===== src/rtl/seq_pattern_gen.sv =====
// Serial pattern generator: emits 0 1..1 0 (one to three ones) on x, followed by
// an optional idle gap, with a valid/ready request handshake.
module seq_pattern_gen #(
  parameter int BIT_CYCLES = 1,
  parameter int GAP_BITS   = 1
) (
  input  logic       clk,
  input  logic       rst,
  input  logic       valid,
  input  logic [1:0] code,
  output logic       ready,
  output logic       x,
  output logic       busy,
  output logic       done
);

  localparam int BW = (BIT_CYCLES > 1) ? $clog2(BIT_CYCLES) : 1;
  localparam int GW = (GAP_BITS > 1) ? $clog2(GAP_BITS) : 1;
  localparam logic [BW-1:0] BIT_LAST = BW'(BIT_CYCLES - 1);
  localparam logic [GW-1:0] GAP_LAST = GW'((GAP_BITS > 0) ? GAP_BITS - 1 : 0);

  typedef enum logic [2:0] {IDLE, LEAD, ONES, TRAIL, GAP} state_t;

  state_t          state_q;
  logic [1:0]      code_q;
  logic [1:0]      ones_q;
  logic [BW-1:0]   bit_q;
  logic [GW-1:0]   gap_q;
  logic            x_q;
  logic            busy_q;
  logic            done_q;
  logic            bit_end;

  assign bit_end = (bit_q == BIT_LAST);
  assign ready   = (state_q == IDLE) && !rst;
  assign x       = x_q;
  assign busy    = busy_q;
  assign done    = done_q;

  always_ff @(posedge clk) begin
    if (rst) begin
      state_q <= IDLE;
      code_q  <= '0;
      ones_q  <= '0;
      bit_q   <= '0;
      gap_q   <= '0;
      x_q     <= 1'b0;
      busy_q  <= 1'b0;
      done_q  <= 1'b0;
    end else begin
      done_q <= 1'b0;
      // The bit-period counter free-runs while busy and wraps at every bit boundary.
      bit_q  <= bit_end ? '0 : bit_q + 1'b1;
      case (state_q)
        IDLE: begin
          bit_q <= '0;
          if (valid) begin
            code_q <= code;
            if (code != 2'd0) begin
              state_q <= LEAD;
              busy_q  <= 1'b1;
            end
          end
        end
        LEAD: begin
          if (bit_end) begin
            state_q <= ONES;
            ones_q  <= '0;
            x_q     <= 1'b1;
          end
        end
        ONES: begin
          if (bit_end) begin
            if (ones_q == code_q - 2'd1) begin
              state_q <= TRAIL;
              x_q     <= 1'b0;
            end else begin
              ones_q <= ones_q + 2'd1;
            end
          end
        end
        TRAIL: begin
          if (bit_end) begin
            done_q <= 1'b1;
            if (GAP_BITS > 0) begin
              state_q <= GAP;
              gap_q   <= '0;
            end else begin
              state_q <= IDLE;
              busy_q  <= 1'b0;
            end
          end
        end
        GAP: begin
          if (bit_end) begin
            if (gap_q == GAP_LAST) begin
              state_q <= IDLE;
              busy_q  <= 1'b0;
            end else begin
              gap_q <= gap_q + 1'b1;
            end
          end
        end
        default: begin
          state_q <= IDLE;
          x_q     <= 1'b0;
          busy_q  <= 1'b0;
        end
      endcase
    end
  end

endmodule


===== config.mk =====
export PLATFORM = sky130hd
export DESIGN_NAME = seq_pattern_gen
export DESIGN_NICKNAME = d
export VERILOG_FILES = /design/src/rtl/seq_pattern_gen.sv
export SDC_FILE = /design/constraint.sdc
export NUM_CORES = 1
export LEC_CHECK = 0
export CAP_MARGIN = 40
export CORE_AREA = 2 2 39 41
export DETAILED_ROUTE_END_ITERATION = 6
export DIE_AREA = 0 0 41 43
export HOLD_SLACK_MARGIN = 0.06
export PLACE_DENSITY = 0.67
export SETUP_SLACK_MARGIN = 0.5
export SYNTH_ARGS = -nofsm -noshare
export SYNTH_HDL_FRONTEND = slang
export SYNTH_SLANG_ARGS = --single-unit

===== constraint.sdc =====
create_clock -name clk -period 1.4 [get_ports clk]
set_input_delay 0.21 -clock clk [delete_from_list [all_inputs] [get_ports clk]]
set_output_delay 0.21 -clock clk [all_outputs]
set_load 0.01 [all_outputs]

# == Word level (Yosys, flattened, before mapping) ==
# Cells that the tools add are included.
# classes
bitwise,4
n_mux,27
n_reduce_logical,16
n_eq_ne,14
add_sub_neg,4
# ops
cell,n
$mux 3,8
$ne 2x2->1 const B,8
$pmux 3 s5,1
$mux 1,11
$reduce_or 3->1,3
$reduce_and 4->1,2
$reduce_and 8->1,1
$eq 3x2->1 const B,2
$mux 2,3
$pmux 1 s3,2
$reduce_bool 2->1,3
$reduce_and 5->1,1
$not 1->1,4
$pmux 2 s2,1
$eq 3x1->1 const B,1
$eq 3x3->1 const B,1
$logic_not 3->1,1
$reduce_and 3->1,1
$add 1x1->1 const B,2
$add 2x1->2 const B,1
$eq 2x2->1,1
$ne 2x1->1 const B,1
$pmux 1 s2,1
$reduce_and 2->1,1
other kinds (4),4
# totals
reg_bits,12
inputBits,5
wordCells,73
output_inout_bits,4

# == Logic depth before layout (Yosys ltp) ==
# Gate-level depths: netlist (run 1).
# depth
depth_word,5
depth_mapped,5
ltp_nobuf,4

# == Least setup slack after synthesis (run 1) ==
# Ideal clock, no wire load.
# synth_timing
path_type,register -> register
startpoint,register ones_q[1]
endpoint,register state_q[0]
n_path_buf,0
t_arrival_ns,1.126
required_time_ns,1.297
stages_incl_launch_ff,5
setup_ns,0.103
slack_ns,0.171
period_less_slack_ns,1.229
cell_sequence,dfxtp_1 -> xnor2_1 -> mux2i_1 -> a311oi_1 -> a2111oi_2
# synth_between
elab_chain_len,3
# synth_lines
element,line,text
from (decl),26,logic [1:0] ones_q;
from (signal assigned),78,ones_q <= ones_q + 2'd1;
$eq 2x2->1,74,if (ones_q == code_q - 2'd1) begin
$ne 2x2->1 (no line),-,
$reduce_and 8->1 (no line),-,
to (signal assigned),75,state_q <= TRAIL;
to (signal assigned),86,state_q <= GAP;
to (signal assigned),89,state_q <= IDLE;
to (decl),24,state_t state_q;
# Every way passes these cells.
# A chain may end at the register's enable or synchronous reset.

# == Final worst setup path (run 1) ==
# layout_timing
startpoint,register state_q[2]
endpoint,register ones_q[1]
# layout_between
elab_chain_len,3
elab_cells_between_ends,8
classes_between,eq/ne: 5; mux: 1; reduce/logical: 2
# layout_lines
element,line,text
from (signal assigned),42,state_q <= IDLE;
from (signal assigned),60,state_q <= LEAD;
from (signal assigned),67,state_q <= ONES;
$eq 3x2->1 / $eq 3x1->1 (equally long branches),54,case (state_q)
$ne 2x2->1 (no line) / $reduce_bool 2->1 (equally long branches),-,
$reduce_and 4->1 (no line),-,
# Several ways; a longest one is shown, not always the timed one.

==> results of run 1 <==
## how the worst max path moves through the flow
stage	from	end
finish	state_q[2]$_SDFFE_PP0P_	ones_q[1]$_SDFFE_PP0P_
global route	state_q[2]$_SDFFE_PP0P_	ones_q[1]$_SDFFE_PP0P_
CTS	ones_q[1]$_SDFFE_PP0P_	state_q[0]$_SDFFE_PP0P_
detailed placement	rst	ready
global placement	rst	ready
floorplan	code_q[1]$_SDFFE_PP0P_	state_q[0]$_SDFFE_PP0P_
## tightest hold or removal path, delay by kind of cell
| family | cells | cell delay [ns] |
|---|---|---|
| AND/OR/NAND/NOR | 1 | 0.09 |
| multiplexers | 1 | 0.06 |
| buffers and inverters | 2 | 0.24 |
## timing repair
item / 4_1_cts / 5_1_grt
pin swaps: 9 / 18
setup buffers: 7 / 8
gates cloned: 0 / 0
endpoints found under the hold margin: 0 / 0
setup endpoints to repair: 14 / 14
resized for setup: 38 / 25
## per-stage QoR
step,cells,total power [W],utilization [%],hold WS (ns),TNS (ns)
2_1_floorplan,66,0.000486,-,0.289,0
6_report,116,0.000945,78.5,0.346,0
5_1_grt,116,0.000983,78.5,0.385,-0.0206
3_5_place_dp,97,0.000564,56.4,0.485,-0.214
3_3_place_gp,97,0.000562,56.4,0.482,-0.220
4_1_cts,108,0.000856,68.4,0.510,0
## cell usage after synthesis (all sizes together), types with 2 or more instances
master,n
nor3,4
nand2,2
o41ai,2
nor2,8
a21oi,3
o21bai,2
inv,2
nand3,2
nor2b,3
mux2i,3
o21ai,2
nand2b,4
a2111oi,2
dfxtp,11
buf,3
clkbuf,2
## routing by layer
metal	share of wire, %	track usage (%)	vias up
met5	0	0	-
li1	-	-	308
met3	5.8	4.71	3
met1	42	25.4	308
met4	0.69	6.00	0
met2	51	32.5	26
## sequential cells by signal (all words and copies together), names as in the netlist
signal   count
bit_q        1
busy         1
code_q       2
done         1
ones_q       2
state_q      3
x            1
## power by group
group | switching (W) | leakage, nW | total [W] | internal, W
sequential | 0.0000258 | 0.0945 | 0.000362 | 0.000337
combinational | 0.000145 | 0.353 | 0.000345 | 0.000200
clock | 0.000127 | 0.0150 | 0.000238 | 0.000111
## final cells by class
type                            instances  area, µm²  share of cell area (%)
Inverter                                2       7.51                   0.691
Timing Repair Buffer                   35        349                    32.1
Multi-Input combinational cell         48        445                    41.0
Sequential cell                        11        238                    21.9
Tap cell                               16       20.0                    1.84
Clock buffer                            4       26.3                    2.42
## cells by family (layout without fill, tap and decap cells)
group / Yosys count / count (layout)
buffers and inverters: 7 / 41
multiplexers: 3 / 3
AND/OR/NAND/NOR: 27 / 27
AO/OA/AOI/OAI: 15 / 15
XOR/XNOR: 2 / 2
other: 1 / 1
flip-flops: 11 / 11
==> metrics, run 1 <==
Initial DRC Count 13; Max VDD drop 561 µV; number of setup violations in the final report 0; cells along the critical path buf_6, nand2b_4, a2111oi_4, nand3_1, a21oi_1; clock skew 0.00487 ns; DRC 0; crit-path leading delay family compound AO/OA/AOI/OAI gates; maximum clock frequency 732 MHz; clk sinks 11; commonest non-fill, non-tap cell in the layout buf_4; CTS root buf clkbuf_4; post-synthesis cell count 66; Worst setup EP type register; r2r startpoint state_q[2]$_SDFFE_PP0P_; Area contributors post-synth dfxtp_1 38%, mux2i_1 5.2%, nor2_1 5.2%; Final WS setup 0.0338 ns; vias in the first global route 586; die width 41 µm; Row Count 14; clock latency on the worst-skew pair 0.28 ns; Via density 5.56; Worst EP required 1.61 ns; Synth Area in Adders 0%; Hold Crit Start code[0]; largest net degree at the start of global routing 12; most frequent cells in the layout 16 x buf_4, 9 x buf_6, 8 x dfxtp_2; crit-path max FO 7; capturing point of the worst reg2reg path ones_q[1]$_SDFFE_PP0P_; height of the die 43 µm; crit path kind register to register; clock-pin slew on the worst setup and hold paths 0.08 ns; Hold Fails Final Rpt 0; Worst Path Arrival 1.58 ns; initial core utilization 41.7%; Syn Area/Cell 8.74 µm²; Total GRT Usage 20.1%; Synth Warn # 0; XOR/XNOR share of the synthesized area 3.04%; area grow syn2layout 88.3%; worst-case clock buffer depth 2; syn nets 71; TritonCTS buffer count 3; FF-to-FF path depth 5; register area share after synthesis 38.2%; gpl congestion 0.738; FF+latch count, synth 11; dpl ws -0.150 ns; Yosys cell types 30; Syn Std Cell Area 577 µm²; count of final max-slew check failures 0; global-route wire length before repair 2480 µm; Layout fillers 79; via count 645; final instance area 1090 µm²; Post-Route WL 1880 µm; antenna violations before repair 0; CP Depth 5; # diodes 0; leading area contributor after synthesis dfxtp_1; slowest stage cell, crit path a2111oi_4; core area 1380 µm²; RSZ-0062 raised after global routing yes; DIE AREA 1760 µm²; Buf+Inv Stages, Crit Path 1; worst reg2reg setup slack 0.03 ns; HP Class input port to register; largest stage delay on the critical path 0.38 ns; IO Pins 9; layout cells sized above 1 64.0%; H-tree Lvls 1; Final period util 97.6%; total grt overflow 0; EDFF count, synth 0; Antenna Nets Post-Route 0; buffers added on ports 8; Yosys top cell area share 38.2%; outcome finished clean; Max Cap Viol 0; P per Cell Area 871 nW/µm²; hold path endpoint code_q[0]$_SDFFE_PP0P_; Post-DP HPWL 877 µm; Primary FF master, synth dfxtp_1; Startpoint Class register; Tmin final 1.37 ns; post-synthesis simple-gate area fraction 26.9%; ys async rst share 0%; post-synthesis mux area share 5.21%; Compound-Gate Fraction of Synth Area 20.0%; Placed Area 781 µm²; DR pass1 iterations 4; leak pwr 0.462 nW; CTS Hold Bufs 0; hold path depth 4; CTS tree built; largest family of logic cells by synthesized area simple AND/OR/NAND/NOR gates; average wire per cell in the routed design 16.2 µm; Final nets 106
Power figures use the tool's default switching activity.
==> run 2, diff against run 1 <==
- CTS_BUF_LIST: not set -> sky130_fd_sc_hd__clkbuf_8
- MAX_ROUTING_LAYER: not set -> met4
==> metrics, run 2 (synthesis results as in run 1) <==
hold path depth 3; largest stage delay on the critical path 0.49 ns; Final WS setup 0.0355 ns; maximum clock frequency 733 MHz; Max Cap Viol 0; Post-DP HPWL 877 µm; commonest non-fill, non-tap cell in the layout buf_4; Worst Path Arrival 1.54 ns; worst-case clock buffer depth 2; largest net degree at the start of global routing 12; antenna violations before repair 0; Buf+Inv Stages, Crit Path 1; worst reg2reg setup slack 0.04 ns; Pwr Total 0.00102 W; crit-path leading delay family simple AND/OR/NAND/NOR gates; FF-to-FF path depth 5; Final nets 108; Final period util 97.5%; r2r startpoint state_q[0]$_SDFFE_PP0P_; H-tree Lvls 1; HP Class input port to register; vias in the first global route 594; Reg with most FFs state_q; clock latency on the worst-skew pair 0.24 ns; Largest regs state_q x3, code_q x2, ones_q x2; count of final max-slew check failures 0; Startpoint Class register; hold path endpoint code_q[0]$_SDFFE_PP0P_; slowest stage cell, crit path or4_1; initial core utilization 41.7%; Initial DRC Count 10; dpl ws -0.150 ns; core area 1380 µm²; Hold Crit Start rst; TritonCTS buffer count 3; Max VDD drop 723 µV; Tmin final 1.36 ns; number of setup violations in the final report 0; die width 41 µm; CTS Hold Bufs 0; DRC 0; height of the die 43 µm; Placed Area 781 µm²; DIE AREA 1760 µm²; Via density 5.55; Row Count 14; fin util 78.9%; DR pass1 iterations 4; Hold Fails Final Rpt 0; DR WL met2 995 µm; RSZ-0062 raised after global routing yes; most frequent cells in the layout 17 x buf_4, 10 x buf_6, 8 x dfxtp_2; Worst setup EP type register; area grow syn2layout 89.4%; cells along the critical path buf_12, or4_1, o21ai_1, nand4_1, nand2_1; via count 655; # diodes 0; Worst EP required 1.58 ns; total grt overflow 0; max reg flops 3; CTS tree built; global-route wire length before repair 2620 µm; gpl congestion 0.748; buffers added on ports 8; Antenna Nets Post-Route 0; outcome finished clean; Layout fillers 69; P per Cell Area 931 nW/µm²; Post-Route WL 1930 µm; top layer in use met4; capturing point of the worst reg2reg path ones_q[0]$_SDFFE_PP0P_; Total GRT Usage 22.0%; Hold WS 0.403 ns; leak pwr 0.469 nW; clock-pin slew on the worst setup and hold paths 0.05 ns; IO Pins 9; average wire per cell in the routed design 16.4 µm; CTS root buf clkbuf_8; layout cells sized above 1 61.8%; crit-path max FO 5; final instance area 1090 µm²; clock skew 0.000460 ns; crit path kind register to register; metal3 WL 57 µm; clk sinks 11; wire length on met1 854 µm
## run 2: per-layer routing
metal	vias to the layer above	global-route usage, %
met1	323	27.9
met3	3	4.71
met5	-	-
li1	314	-
met2	15	34.1
met4	0	6.67
## run 2: how the worst max path moves through the flow
stage	startpoint	endpoint	slack, ns	cells after the start
after global routing	ones_q[1]$_SDFFE_PP0P_	state_q[0]$_SDFFE_PP0P_	-0.02	4
final	state_q[0]$_SDFFE_PP0P_	ones_q[0]$_SDFFE_PP0P_	0.04	5
after CTS	ones_q[1]$_SDFFE_PP0P_	state_q[0]$_SDFFE_PP0P_	0.08	4
after global placement	rst	ready	-0.15	3
after floorplan	code_q[1]$_SDFFE_PP0P_	state_q[0]$_SDFFE_PP0P_	0.18	4
after detailed placement	rst	ready	-0.15	3
## run 2: cell type report
class                      count  area, µm²  share of cell area [%]
clock buffer                   3       41.3                    3.78
clock inverter                 1       3.75                   0.344
inverter                       2       7.51                   0.687
multi-input combinational     48        437                    40.0
sequential                    11        234                    21.4
tap                           16       20.0                    1.83
timing repair buffer          37        349                    32.0
## run 2: repair_timing
item | in CTS | in global routing
gates resized for setup | 40 | 19
buffers inserted | 8 | 8
gates cloned | 0 | 1
endpoints found under the setup margin | 14 | 13
pin swaps | 12 | 9
## run 2: report_power, final
group / switching, W / internal [W] / total, W
sequential: 0.0000283 / 0.000338 / 0.000366
clock: 0.000126 / 0.000193 / 0.000319
combinational: 0.000138 / 0.000193 / 0.000332
## run 2: through the flow
step,std cells,TNS [ns]
finish,118,0
global route,118,-0.0246
CTS,109,0
detailed placement,97,-0.214
global placement,97,-0.220
floorplan,66,0
## run 2: worst min-delay path, cell delays in order
cell,delay (ns)
dlymetal6s2s_1,0.14
buf_4,0.21
nor2_1,0.05
==> run 3, diff against run 2 <==
- TNS_END_PERCENT: not set -> 5
==> metrics, run 3 (synthesis results as in run 1) <==
outcome finished clean; worst reg2reg setup slack 0.13 ns; # diodes 0; IO Pins 9; HP Class register to register; height of the die 43 µm; clock skew 0.000477 ns; DR pass1 iterations 4; most frequent cells in the layout 13 x buf_4, 8 x nor2_1, 6 x dfxtp_1; Row Count 14; Post-Route WL 1400 µm; max reg flops 3; fin cells 106; CTS Hold Bufs 0; crit-path max FO 3; Hold Crit Start busy$_SDFFE_PP0P_; worst-case clock buffer depth 2; clk sinks 11; grt met2 use 30.0%; clock-pin slew on the worst setup and hold paths 0.05 ns; Worst Path Arrival 1.41 ns; Worst setup EP type register; Total GRT Usage 21.3%; Post-DP HPWL 893 µm; buffers added on ports 8; hold path endpoint busy$_SDFFE_PP0P_; average wire per cell in the routed design 13.2 µm; routing usage on met1 30.0%; Via density 5.31; Startpoint Class register; core area 1380 µm²; layout cells sized above 1 34.4%; r2r startpoint code_q[1]$_SDFFE_PP0P_; Tmin final 1.27 ns; Antenna Nets Post-Route 0; Final nets 96; via count 563; die width 41 µm; largest net degree at the start of global routing 11; Hold Fails Final Rpt 0; P per Cell Area 1030 nW/µm²; crit path kind register to register; global-route wire length before repair 2530 µm; most used cell along the critical path buf_4; cells along the critical path xnor2_2, mux2i_1, buf_4, buf_4, a221oi_1; antenna violations before repair 0; count of final max-slew check failures 0; commonest non-fill, non-tap cell in the layout buf_4; maximum clock frequency 787 MHz; largest stage delay on the critical path 0.34 ns; CTS tree built; Final period util 90.8%; Reg with most FFs state_q; Pwr Total 0.000887 W; RSZ-0062 raised after global routing yes; capturing point of the worst reg2reg path x$_SDFFE_PP0P_; total grt overflow 0; H-tree Lvls 1; clock latency on the worst-skew pair 0.23 ns; Worst EP required 1.54 ns; gr busiest metal met1; CTS root buf clkbuf_8; Cells after DPL 94; hold path depth 2; DRC 0; gpl congestion 0.764; vias in the first global route 571; leak pwr 0.370 nW; Initial DRC Count 11; Max VDD drop 811 µV; number of setup violations in the final report 0; area grow syn2layout 49.2%; met3 usage 4.71%; DIE AREA 1760 µm²; Max Cap Viol 0; initial core utilization 41.7%; Largest regs state_q x3, code_q x2, ones_q x2; slowest stage cell, crit path dfxtp_2; FF-to-FF path depth 5; TritonCTS buffer count 3
run 3: timing repair:
item                                    CTS  global route
endpoints found under the hold margin     0             0
gates resized for setup                  20             0
setup buffers                             6             1
cloned                                    1             0
pin swaps                                 7             1
endpoints found under the setup margin   14            14
run 3: power breakdown:
part,internal [W],switching (W),total [W]
sequential,0.000336,0.0000222,0.000358
combinational,0.000116,0.0000952,0.000212
clock,0.000193,0.000124,0.000317
run 3: layer usage:
| layer | part of all wire (%) | vias to the layer above |
|---|---|---|
| met5 | 0 | - |
| li1 | - | 289 |
| met2 | 49 | 10 |
| met3 | 3.3 | 0 |
| met4 | 0 | 0 |
| met1 | 48 | 264 |
run 3: layout make-up:
type,instances,area (µm²)
Clock buffer,3,41.3
Clock inverter,1,3.75
Fill cell,123,523
Inverter,2,7.51
Multi-Input combinational cell,48,354
Sequential cell,11,226
Tap cell,16,20.0
Timing Repair Buffer,25,208
run 3: how the worst max path moves through the flow:
stage / from / endpoint / slack [ns] / cells past startpoint
2_1_floorplan: code_q[1]$_SDFFE_PP0P_ / state_q[0]$_SDFFE_PP0P_ / 0.18 / 4
3_3_place_gp: rst / ready / -0.22 / 3
3_5_place_dp: rst / ready / -0.21 / 3
4_1_cts: state_q[1]$_SDFFE_PP0P_ / code_q[1]$_SDFFE_PP0P_ / 0.14 / 5
5_1_grt: code_q[1]$_SDFFE_PP0P_ / state_q[0]$_SDFFE_PP0P_ / 0.03 / 4
6_report: code_q[1]$_SDFFE_PP0P_ / x$_SDFFE_PP0P_ / 0.13 / 5
run 3: worst max-delay path: cells and delay by family (launching register included):
family,cells,cell delay [ns]
muxes,1,0.13
AOI/OAI and AO/OA,1,0.24
DFF,1,0.34
xor gates and xnor gates,1,0.20
buffers and inverters,2,0.27
run 3: metrics by stage:
step | hold WS, ns | utilization (%) | setup WS [ns] | cell area, µm² | setup TNS (ns)
floorplan | 0.290 | - | 0.177 | 577 | 0
CTS | 0.489 | 61.7 | 0.141 | 853 | 0
global route | 0.514 | 62.2 | 0.0318 | 861 | 0
global placement | 0.475 | 51.8 | -0.217 | 717 | -0.272
detailed placement | 0.481 | 51.8 | -0.207 | 717 | -0.243
finish | 0.491 | 62.2 | 0.129 | 861 | 0
